`src/rtl/dac_handshake_tx_if.sv`:
```
// Bundle for the CPU-side DAC duty-cycle handshake: MMIO write strobe, 4-phase req/ack pair and status.
// The master modport is the transmitter; the slave modport is its environment (MMIO decode plus DAC receiver).
interface dac_handshake_tx_if #(
  parameter int WIDTH = 12,
  parameter int CNT_W = 8
);
  logic             wr_en;
  logic [WIDTH-1:0] wr_data;
  logic             req;
  logic [WIDTH-1:0] dout;
  logic             ack;
  logic             busy;
  logic             pending;
  logic             done;
  logic [CNT_W-1:0] drop_count;

  modport master (
    input  wr_en, wr_data, ack,
    output req, dout, busy, pending, done, drop_count
  );

  modport slave (
    output wr_en, wr_data, ack,
    input  req, dout, busy, pending, done, drop_count
  );
endinterface

```
`src/rtl/dac_handshake_tx.sv`:
```
// 4-phase req/ack transmitter carrying the DAC duty cycle across clock domains; req rises the edge after a write when idle.
// Never stalls the core: a one-deep pending slot absorbs writes during a transfer, and overwrites of that slot are counted.
module dac_handshake_tx #(
  parameter int WIDTH       = 12,
  parameter int SYNC_STAGES = 2,
  parameter int CNT_W       = 8
) (
  input logic                clk,
  input logic                rst_n,
  dac_handshake_tx_if.master bus
);
  typedef enum logic [1:0] {IDLE, REQ_HI, REQ_LO} state_t;

  state_t                 state;
  logic [SYNC_STAGES-1:0] ack_ff;
  logic                   ack_sync;
  logic                   pend_vld;
  logic [WIDTH-1:0]       pend_dat;
  logic                   req_q;
  logic                   done_q;
  logic [WIDTH-1:0]       dout_q;
  logic [CNT_W-1:0]       drop_q;
  logic                   avail;
  logic                   load;
  logic [WIDTH-1:0]       load_dat;

  always_ff @(posedge clk or negedge rst_n) begin
    if (!rst_n) begin
      ack_ff <= '0;
    end else begin
      ack_ff <= {ack_ff[SYNC_STAGES-2:0], bus.ack};
    end
  end

  assign ack_sync = ack_ff[SYNC_STAGES-1];

  // A new value may only launch once the receiver has released ack, which also covers a reset mid-transfer.
  assign avail    = pend_vld | bus.wr_en;
  assign load_dat = pend_vld ? pend_dat : bus.wr_data;
  assign load     = avail && !ack_sync && ((state == IDLE) || (state == REQ_LO));

  always_ff @(posedge clk or negedge rst_n) begin
    if (!rst_n) begin
      state  <= IDLE;
      req_q  <= 1'b0;
      dout_q <= '0;
      done_q <= 1'b0;
    end else begin
      done_q <= 1'b0;
      case (state)
        IDLE: begin
          if (load) begin
            dout_q <= load_dat;
            req_q  <= 1'b1;
            state  <= REQ_HI;
          end
        end
        REQ_HI: begin
          if (ack_sync) begin
            req_q <= 1'b0;
            state <= REQ_LO;
          end
        end
        REQ_LO: begin
          if (!ack_sync) begin
            done_q <= 1'b1;
            if (avail) begin
              dout_q <= load_dat;
              req_q  <= 1'b1;
              state  <= REQ_HI;
            end else begin
              state  <= IDLE;
            end
          end
        end
        default: begin
          req_q <= 1'b0;
          state <= IDLE;
        end
      endcase
    end
  end

  // When the pending value launches, a same-cycle write refills the slot without counting as a drop.
  always_ff @(posedge clk or negedge rst_n) begin
    if (!rst_n) begin
      pend_vld <= 1'b0;
      pend_dat <= '0;
      drop_q   <= '0;
    end else if (load && pend_vld) begin
      pend_vld <= bus.wr_en;
      if (bus.wr_en) begin
        pend_dat <= bus.wr_data;
      end
    end else if (bus.wr_en && !load) begin
      pend_vld <= 1'b1;
      pend_dat <= bus.wr_data;
      if (pend_vld && (drop_q != {CNT_W{1'b1}})) begin
        drop_q <= drop_q + 1'b1;
      end
    end
  end

  assign bus.req        = req_q;
  assign bus.dout       = dout_q;
  assign bus.busy       = (state != IDLE);
  assign bus.pending    = pend_vld;
  assign bus.done       = done_q;
  assign bus.drop_count = drop_q;
endmodule

```
`src/flat_wrapper.sv`:
```
// flat-port wrapper written by rule: the top's interface ports become plain ports
module dac_handshake_tx_flat 
#(
  parameter int WIDTH       = 12,
  parameter int SYNC_STAGES = 2,
  parameter int CNT_W       = 8
)
  (clk, rst_n, bus_wr_en, bus_wr_data, bus_ack, bus_req, bus_dout, bus_busy, bus_pending, bus_done, bus_drop_count);
  dac_handshake_tx_if #(.WIDTH(WIDTH), .CNT_W(CNT_W)) bus_i ();
  input logic clk;
  input logic rst_n;
  input wire logic [$bits(bus_i.wr_en)-1:0] bus_wr_en;
  input wire logic [$bits(bus_i.wr_data)-1:0] bus_wr_data;
  input wire logic [$bits(bus_i.ack)-1:0] bus_ack;
  output wire logic [$bits(bus_i.req)-1:0] bus_req;
  output wire logic [$bits(bus_i.dout)-1:0] bus_dout;
  output wire logic [$bits(bus_i.busy)-1:0] bus_busy;
  output wire logic [$bits(bus_i.pending)-1:0] bus_pending;
  output wire logic [$bits(bus_i.done)-1:0] bus_done;
  output wire logic [$bits(bus_i.drop_count)-1:0] bus_drop_count;
  assign bus_i.wr_en = bus_wr_en;
  assign bus_i.wr_data = bus_wr_data;
  assign bus_i.ack = bus_ack;
  assign bus_req = bus_i.req;
  assign bus_dout = bus_i.dout;
  assign bus_busy = bus_i.busy;
  assign bus_pending = bus_i.pending;
  assign bus_done = bus_i.done;
  assign bus_drop_count = bus_i.drop_count;
  dac_handshake_tx #(.WIDTH(WIDTH), .SYNC_STAGES(SYNC_STAGES), .CNT_W(CNT_W)) u_core (.clk(clk), .rst_n(rst_n), .bus(bus_i));
endmodule
```
`config.mk`:
```
export PLATFORM = sky130hd
export DESIGN_NAME = dac_handshake_tx_flat
export DESIGN_NICKNAME = d
export VERILOG_FILES = /design/src/rtl/dac_handshake_tx_if.sv /design/src/rtl/dac_handshake_tx.sv /design/src/flat_wrapper.sv
export SDC_FILE = /design/constraint.sdc
export NUM_CORES = 1
export LEC_CHECK = 0
export ABC_CLOCK_PERIOD_IN_PS = 1600
export CAP_MARGIN = 20
export CORE_ASPECT_RATIO = 0.7
export CORE_MARGIN = 8
export CORE_UTILIZATION = 61
export DETAILED_ROUTE_END_ITERATION = 10
export DONT_BUFFER_PORTS = 1
export PLACE_DENSITY = 0.77
export SLEW_MARGIN = 5
export SYNTH_ARGS = -nofsm -noshare
export SYNTH_HDL_FRONTEND = slang
export SYNTH_SLANG_ARGS = --single-unit
```
`constraint.sdc`:
```
create_clock -name clk -period 1.6 [get_ports clk]
set_input_delay 0.32 -clock clk [delete_from_list [all_inputs] [get_ports clk]]
set_output_delay 0.32 -clock clk [all_outputs]
set_load 0.01 [all_outputs]
```
# Word-level counts from Yosys, hierarchy flattened
# Cells that the tools add are included.
# Widths: inputs -> output; s select.
word_totals:
  reg_bits: 39
  inputBits: 16
  out_inout_bits: 24
  wordCells: 58
op_classes:
  n_addsub: 1
  eq_ne: 8
  n_mux: 22
  bitwise_logic: 2
  reduce_logical: 17
op_table:
  columns: ["op", "n"]
  rows:
  - ["$mux 12", 7]
  - ["$pmux 12 s2", 1]
  - ["$mux 1", 9]
  - ["$add 8x1->8 const B", 1]
  - ["$ne 8x8->1 const B", 1]
  - ["$reduce_and 4->1", 2]
  - ["$mux 2", 3]
  - ["$ne 2x1->1 const B", 3]
  - ["$pmux 2 s3", 1]
  - ["$reduce_and 3->1", 2]
  - ["$reduce_bool 2->1", 3]
  - ["$logic_and 1x1->1", 5]
  - ["$ne 2x2->1 const B", 2]
  - ["$pmux 1 s3", 1]
  - ["$eq 2x1->1 const B", 1]
  - ["$eq 2x2->1 const B", 1]
  - ["$logic_not 1->1", 2]
  - ["$logic_not 2->1", 1]
  - ["$reduce_and 2->1", 1]
  - ["$logic_or 1x1->1", 1]
  - ["$not 1->1", 1]
  - ["$or 1x1->1", 1]

# Depth between registers and ports, before layout
depth:
  word_depth: 7
  ltp_mapped: 6
  ltp_nobuf: 4

# Worst setup path before layout
# Ideal clock, no wire load.
synth_timing:
  kind: "flip-flop to flip-flop"
  startpoint: "reg u_core.pend_vld, in the netlist u_core.bus.pending"
  endpoint: "reg u_core.pend_dat[10]"
  setup_time_ns: 0.128
  t_arrival_ns: 1.347
  required_ns: 1.472
  slack_ns: 0.125
  path_stages_with_launch: 5
  path_buffers: 2
  period_less_slack_ns: 1.475
  path_cell_list: "dfrtp_1 > buf_6 > o31ai_4 > buf_4 > mux2_1"
synth_between:
  elab_chain_len: 7
  elab_cells_between_ends: 10
  classes_between: "eq/ne: 1; mux: 1; bitwise: 1; reduce/logical: 7"
synth_rtl:
  columns: ["item", "line_no", "text"]
  rows:
  - ["start: declaration", "dac_handshake_tx.sv:17", "logic pend_vld;"]
  - ["start signal: assignment", "dac_handshake_tx.sv:91", "pend_vld <= bus.wr_en;"]
  - ["$or 1x1->1", "dac_handshake_tx.sv:38", "assign avail = pend_vld | bus.wr_en;"]
  - ["$logic_and 1x1->1 (2 in series)", "dac_handshake_tx.sv:40", "assign load = avail && !ack_sync && ((state == IDLE) || (state == REQ_LO));"]
  - ["$logic_not 1->1", "dac_handshake_tx.sv:95", "end else if (bus.wr_en && !load) begin"]
  - ["$logic_and 1x1->1", "dac_handshake_tx.sv:95", null]
  - ["$reduce_bool 2->1 (no source line)", null, null]
  - ["$reduce_and 2->1 (no source line)", null, null]
  - ["end signal: assignment", "dac_handshake_tx.sv:93", "pend_dat <= bus.wr_data;"]
  - ["end signal: assignment", "dac_handshake_tx.sv:97", "pend_dat <= bus.wr_data;"]
  - ["end: declaration", "dac_handshake_tx.sv:18", "logic [WIDTH-1:0] pend_dat;"]
# Parallel ways exist; a longest one is shown, timed or not.
# A chain may end at the register's enable or synchronous reset.

# Final worst setup path
layout_timing:
  startpoint: "reg u_core.state[0]"
  endpoint: "out bus_busy"
layout_between:
  elab_chain_len: 1
layout_rtl:
  columns: ["item", "line_no", "text"]
  rows:
  - ["start: declaration", "dac_handshake_tx.sv:14", "state_t state;"]
  - ["start signal: assignment", "dac_handshake_tx.sv:44", "state <= IDLE;"]
  - ["start signal: assignment", "dac_handshake_tx.sv:55", "state <= REQ_HI;"]
  - ["start signal: assignment", "dac_handshake_tx.sv:61", "state <= REQ_LO;"]
  - ["$reduce_bool 2->1", "dac_handshake_tx.sv:106", "assign bus.busy = (state != IDLE);"]
  - ["end: declaration", "flat_wrapper.sv:17", "output wire logic [$bits(bus_i.busy)-1:0] bus_busy;"]
# No other way between the ends.

==> summary.md <==
| Metric | Value |
|---|---|
| Worst setup startpoint | `u_core.state[0]$_DFFE_PN0P_` |
| Setup repair after global routing missed its margin | `false` |
| Mux contribution to synthesized area | `~15%` |
| Hold/Removal Path Class | `in2reg` |
| Vias per std cell | `slightly below 6` |
| Die Width | `between 70 and 80 um` |
| Placed Instances | `about 180` |
| Number of nets in the final layout | `between 150 and 200` |
| Count of endpoints failing setup in the final report | `0` |
| Total global routing track utilization | `between 15 and 20%` |
| Row count | `16` |
| Fraction of final layout cells sized beyond drive strength 1 | `between 20 and 25%` |
| Synthesized Nets | `between 150 and 200` |
| Max Transition Viols Final | `0` |
| Post-Syn Area | `1742 um^2` |
| Main area contributors after synthesis | `dfrtp_1 56%, mux2_1 7.1%, mux2i_1 6.9%` |
| Sequential Area | `a little under 1000 um^2` |
| Cell area power density | `1655 nW/um^2` |
| Highest clock frequency the design can meet | `between 0.6 and 0.7 GHz` |
| Area fraction in compound gates after synthesis | `between 10% and 20%` |
| Mean Syn Cell Area | `roughly 13 um^2` |
| WHS Path Cells | `0` |
| Sequential element share of the synthesized area | `a little under three fifths` |
| Number of detailed-routing iterations run before antenna repair | `4` |
| Highest fanout seen on the critical path | `6` |
| Rel. slew slack | `80.77%` |
| Leak Pwr | `between 0.8 and 0.9 nW` |
| Synth Area in Adders | `less than 1%` |
| Proportion of synthesized flip-flops having asynchronous set or reset | `100.0%` |
| GPL Wtd Cong | `0.7383` |
| Num CTS Buffers | `5` |
| Boundary pin count | `40` |
| Hold path startpoint | `bus_ack` |
| Synth Register Bits | `39` |
| Data arrival time of the critical path | `between 1000 and 1500 ps` |
| Count of warnings emitted by yosys | `0` |
| Routed wirelength normalized by instance count | `roughly 18 um` |
| Outcome | `finished clean` |
| Clk_skew | `between 7 and 8 ps` |
| Final Hold Viols | `0` |
| ANT nets after route | `0` |
| Clock root buffer | `clkbuf_8` |
| Total gr overflow | `0` |
| Share of Yosys cell area claimed by the top area cell type | `between 50% and 60%` |
| Fraction of synthesized cell area in xor and xnor cells | `under 10%` |
| Floorplan die area | `4848 um^2` |
| Synth Flop Type | `dfrtp_1` |
| Number of DRC violations after detailed routing | `0` |
| Total negative setup slack | `0 ps` |
| Most frequent cells after synthesis | `39 x dfrtp_1, 17 x nor2_1, 12 x mux2i_1, 11 x mux2_1, 10 x a21oi_1` |
| Setup crit start kind | `flip-flop` |
| Vias in the first global route | `approximately 1.1k` |
| Initial standard-cell utilization of the core | `63.04%` |
| Number of port buffers | `0` |
| Post-synthesis cell type with the largest combined area | `dfrtp_1` |
| Largest net degree at the start of global routing | `40` |
| Buffers from clock root to sink, at most | `2` |
| Simple-gate portion of the synthesized area | `a little under a tenth` |
| Area taken by multi-input logic gates | `703.2 um^2` |
| Worst setup path class | `reg2out` |
| Antenna violations before repair | `0` |
| Post-synthesis cell type count | `33` |
| Number of diodes added for antenna fixing | `0` |
| WL final | `around 3400 um` |
| Period minus WS final | `about 1500 ps` |
| Leading cell type by number of instances after synthesis | `dfrtp_1` |
| TritonCTS clock tree | `yes` |
| Post-synthesis to final-layout area growth | `11.78%` |
| Layout fillers | `a little under 200` |
| Gate count of the mapped netlist | `138` |
| Post-Layout Cell Count | `187` |
| Clock-pin slew of the registers on the worst-case setup and hold paths | `about 70 ps` |
| DRC marker count from the first detailed-route iteration | `60` |
| Sinks on the clock net | `39` |
| Start of the worst register-to-register path | `u_core.state[0]$_DFFE_PN0P_` |
| Number of synthesized flops with an enable pin | `0` |
| Data required, critical path | `about 1300 ps` |
| Maximum vdd ir drop | `roughly 1.1 mV` |
| Sum of net half-perimeters after detailed placement | `approximately 2400 um` |
| Worst setup EP type | `output port` |
| Core area | `between 2000 and 3000 um^2` |
| Routed via count | `around 1.1k` |
| Fin crit share | `95.35%` |
| Max-cap violations | `0` |
| Skew-Pair Late Insertion Delay | `slightly below 300 ps` |
| Wire length of the first global-routing pass | `5471 um` |
| Length in cells of the worst reg-to-reg path | `4` |
| Number of levels in the clock H-tree | `2` |
| Slew @ Worst Pin | `approximately 290 ps` |
| Chip height | `60.71 um` |
| Dominant combinational cell family by area after synthesis | `multiplexers` |
flip-flops by register name (all words and copies together) (netlist names):
signal and cells:
u_core.ack_ff 2, u_core.pend_dat 12, u_core.bus.req 1, u_core.bus.dout 12, u_core.state 2, u_core.bus.drop_count 8
u_core.bus.pending 1, u_core.bus.done 1
per-stage QoR:
stage          hold WS (ps)  total power [mW]  cell area (um^2)  setup slack, ps  utilization [%]
2_1_floorplan         24.41             2.317              1742            125.4                -
3_3_place_gp          25.57             2.535              1836            194.5            66.44
3_5_place_dp          25.56             2.621              1836            116.4            66.44
4_1_cts               55.02             3.243              1938            5.268            70.15
5_1_grt               40.53             3.417              1947            22.02            70.47
6_report              63.88             3.222              1947            74.43            70.47
layer usage:
metal | track usage [%] | routed length (um) | up-vias
met5 | 0 | 0 | -
met4 | 6.443 | 28 | 0
met3 | 8.432 | 337 | 2
met2 | 23.15 | 1674 | 36
met1 | 17.36 | 1333 | 536
li1 | - | - | 504
worst max-delay path, cell delays in order, from the launching register on:
cell,delay [ps]
dfrtp_2,430
buf_4,170
or2_2,310
where the power goes:
group | switching (mW) | internal [mW]
Clock | 0.301 | 0.290
Combinational | 0.518 | 0.461
Sequential | 0.350 | 1.30
Total | 1.17 | 2.05
cells in the final DEF (no fill, tap or decap):
cell type / n
mux2_2: 2
a31oi_1: 1
or2_2: 1
nand4_1: 2
o21ai_2: 1
mux2_1: 11
o211a_4: 1
o31ai_4: 1
xnor2_1: 4
o31ai_1: 1
buf_4: 10
a21o_1: 1
nor2_2: 1
a211oi_2: 1
nand3b_1: 1
o21a_1: 1
clkbuf_1: 1
o21ai_0: 2
nor3_4: 1
and4_1: 1
xor2_1: 2
ha_1: 1
dlygate4sd3_1: 1
buf_12: 3
a21oi_1: 10
inv_1: 1
a21oi_2: 6
nor2_1: 17
nand2_1: 6
dfrtp_2: 1
nor3b_1: 1
o211ai_2: 1
clkbuf_8: 5
dfrtp_1: 38
and2_1: 1
mux2i_1: 12
what timing repair did:
action	CTS	global route
setup buffers	0	1
endpoints found under the setup margin	0	1
resized for setup	0	1
endpoints found under the hold margin	39	0
hold buffers	2	0
cells by family (layout without fill, tap and decap cells):
family,after synthesis,in the layout
buffers and inverters,8,21
AO/OA/AOI/OAI,27,27
adder cells (fa/ha/maj),1,1
AND/OR/NAND/NOR,32,32
multiplexers,25,25
XOR/XNOR,6,6
flip-flops,39,39
final timing paths:
kind / to / slack (ps)
setup / recovery: bus_busy / 70
hold / removal: u_core.ack_ff[0]$_DFF_PN0_ / 60
setup reg to reg: u_core.pend_dat[11]$_DFFE_PN0P_ / 120
hold reg to reg: u_core.ack_ff[1]$_DFF_PN0_ / 360
max in group asynchronous: u_core.state[0]$_DFFE_PN0P_ / 910
min in group asynchronous: u_core.bus.done$_DFF_PN0_ / 490
area by class of cell:
type | instances | share of cell area [%]
Sequential cell | 39 | 50.19
Inverter | 1 | 0.1928
Timing Repair Buffer | 14 | 7.455
Multi-Input combinational cell | 91 | 36.12
Tap cell | 36 | 2.314
Clock buffer | 6 | 3.728
(Power assumes the default switching activity.)
==> RTL edit: new RTL, config.mk and constraints unchanged <==
`CNT_W` is set to 8 in 3 places; all go to 12.
--- a/src/rtl/dac_handshake_tx_if.sv
+++ b/src/rtl/dac_handshake_tx_if.sv
@@ -3,5 +3,5 @@
 interface dac_handshake_tx_if #(
   parameter int WIDTH = 12,
-  parameter int CNT_W = 8
+  parameter int CNT_W = 12
 );
   logic             wr_en;
--- a/src/rtl/dac_handshake_tx.sv
+++ b/src/rtl/dac_handshake_tx.sv
@@ -4,5 +4,5 @@
   parameter int WIDTH       = 12,
   parameter int SYNC_STAGES = 2,
-  parameter int CNT_W       = 8
+  parameter int CNT_W       = 12
 ) (
   input logic                clk,
--- a/src/flat_wrapper.sv
+++ b/src/flat_wrapper.sv
@@ -4,5 +4,5 @@
   parameter int WIDTH       = 12,
   parameter int SYNC_STAGES = 2,
-  parameter int CNT_W       = 8
+  parameter int CNT_W       = 12
 )
   (clk, rst_n, bus_wr_en, bus_wr_data, bus_ack, bus_req, bus_dout, bus_busy, bus_pending, bus_done, bus_drop_count);
Interface: changed (resized bus_drop_count); port bits go from 40 to 44. No check against the original RTL was run, so the function may have changed too.
==> RTL edit against the unedited design <==
- routed wire length up 9.4%
- design area up 14%
- clock power increased by 24%
- utilization increased by 1.7 points
- first-iteration DRC count down 1.7%
- count of clock-buffer cells in the layout rose by 2
- total power increased by 8.6%
- synthesized area increased by 9.3%
- die area up 7.1%
- register-to-register slack worse by 40 ps
- sequential cell count increased by 4
- worst setup slack got worse by 23 ps
- critical path type unchanged
- critical endpoint unchanged
- largest power group unchanged
==> RTL edit: results (changes against the unedited design) <==
.. list-table::
   :header-rows: 1

   * - Metric
     - Value
   * - Synth area leaders
     - sky130_fd_sc_hd__dfrtp_1, sky130_fd_sc_hd__mux2_2, sky130_fd_sc_hd__mux2i_1 (was sky130_fd_sc_hd__dfrtp_1, sky130_fd_sc_hd__mux2_1, sky130_fd_sc_hd__mux2i_1)
   * - Clock buffer cells
     - 8 (was 6)
   * - Highest net fanout along the worst path
     - 7 (was 6)
   * - Final non-clock buffer share
     - 9.22% (was 7.45%)
   * - Arrival time of the worst setup path
     - 1230 ps (was 1210 ps)
   * - Sum of routed wire length over all layers
     - 3.69 mm (was 3.37 mm)
   * - Global-route wire length before repair
     - 5.84 mm (was 5.47 mm)
   * - M3 GR Usage
     - 5.89% (was 8.43%)
   * - Vias
     - 1,217 (was 1,078)
   * - Status
     - complete, no violations (unchanged)
   * - First DRT Iteration DRCs
     - 59 (was 60)
   * - Minimum setup slack after placement
     - 0.586 ps (was 116 ps)
   * - Sequential cell area
     - 1080 um^2 (was 977 um^2)
   * - Max transition margin
     - 73.5% (was 80.8%)
   * - Die footprint
     - 5190 um^2 (was 4850 um^2)
   * - Global Route met1 Usage
     - 20.0% (was 17.4%)
   * - Layout sequential cell count
     - 43 (was 39)
   * - Clk cell area share
     - 4.53% (was 3.73%)
   * - Mux contribution to synthesized area
     - 14.0% (was 15.3%)
   * - Multi-input gate share of total cell area
     - 35.1% (was 36.1%)
   * - Layout cells sized above 1
     - 30.9% (was 23.2%)
   * - Area share of fa/ha/maj cells after synthesis
     - 0.657% (was 0.718%)
   * - Most used standard cells in the synthesized netlist
     - sky130_fd_sc_hd__dfrtp_1, sky130_fd_sc_hd__nor2_1, sky130_fd_sc_hd__a21oi_1 (was sky130_fd_sc_hd__dfrtp_1, sky130_fd_sc_hd__nor2_1, sky130_fd_sc_hd__mux2i_1)
   * - Final cell count without fillers
     - 213 (was 187)
   * - Routability cong.
     - 0.784 (was 0.738)
   * - Detailed-routing wirelength on met1
     - 1.62 mm (was 1.33 mm)
   * - Placed cell count
     - 200 (was 178)
   * - Number of global-route vias before repair
     - 1,133 (was 1,084)
   * - Post-DP Area
     - 2030 um^2 (was 1840 um^2)
   * - Count of multi-input combinational gates
     - 100 (was 91)
   * - Fill cell instance count of the final layout
     - 219 (was 193)
   * - Complex-gate fraction of the synthesized area
     - 10.4% (was 12.3%)
   * - GR Util All Layers
     - 14.6% (was 15.2%)
RTL edit: cell types whose count changed in the layout (fill, tap and decap cells not counted), moves of 4 or more:
| cell | before | now |
|---|---|---|
| sky130_fd_sc_hd__a21oi_1 | 10 | 15 |
| sky130_fd_sc_hd__a21oi_2 | 6 | 0 |
| sky130_fd_sc_hd__buf_4 | 10 | 19 |
| sky130_fd_sc_hd__mux2_1 | 11 | 0 |
| sky130_fd_sc_hd__mux2_2 | 2 | 12 |
| sky130_fd_sc_hd__nand3_1 | 0 | 4 |
RTL edit: power by group through the flow:
| stage | clock (W) | combinational [W] | sequential (W) |
|---|---|---|---|
| floorplan | 0 | 0.000624 | 0.00175 |
| global placement | 0 | 0.000861 | 0.00178 |
| detailed placement | 0 | 0.000903 | 0.00179 |
| CTS | 0.000745 | 0.000940 | 0.00178 |
| global route | 0.000782 | 0.00110 | 0.00182 |
| finish | 0.000734 | 0.000997 | 0.00177 |
RTL edit: final timing paths:
kind / startpoint / endpoint / slack [ps] / cells after the start
max: u_core.state[0] / bus_busy / 50 / 2
min: bus_ack / u_core.ack_ff[0] / 60 / 0
max reg2reg: u_core.bus.drop_count[0] / u_core.bus.drop_count[1] / 80 / 4
min reg2reg: u_core.ack_ff[0] / u_core.ack_ff[1] / 350 / 0
max in group asynchronous: rst_n / u_core.state[0] / 860 / 2
min in group asynchronous: rst_n / u_core.bus.dout[4] / 530 / 2
RTL edit: repair_timing:
action,4_1_cts,5_1_grt
endpoints found under the hold margin,43,0
endpoints found under the setup margin,2,15
setup buffers,0,3
hold buffers,2,0
pin swaps,0,2
gates resized for setup,2,6
RTL edit: kinds of logic after synthesis:
logic type	after synthesis
DFF	43
and+or+nand+nor	39
AOI/OAI and AO/OA	26
muxes	25
xor gates and xnor gates	9
buffers and inverters	9
adders and majority gates	1
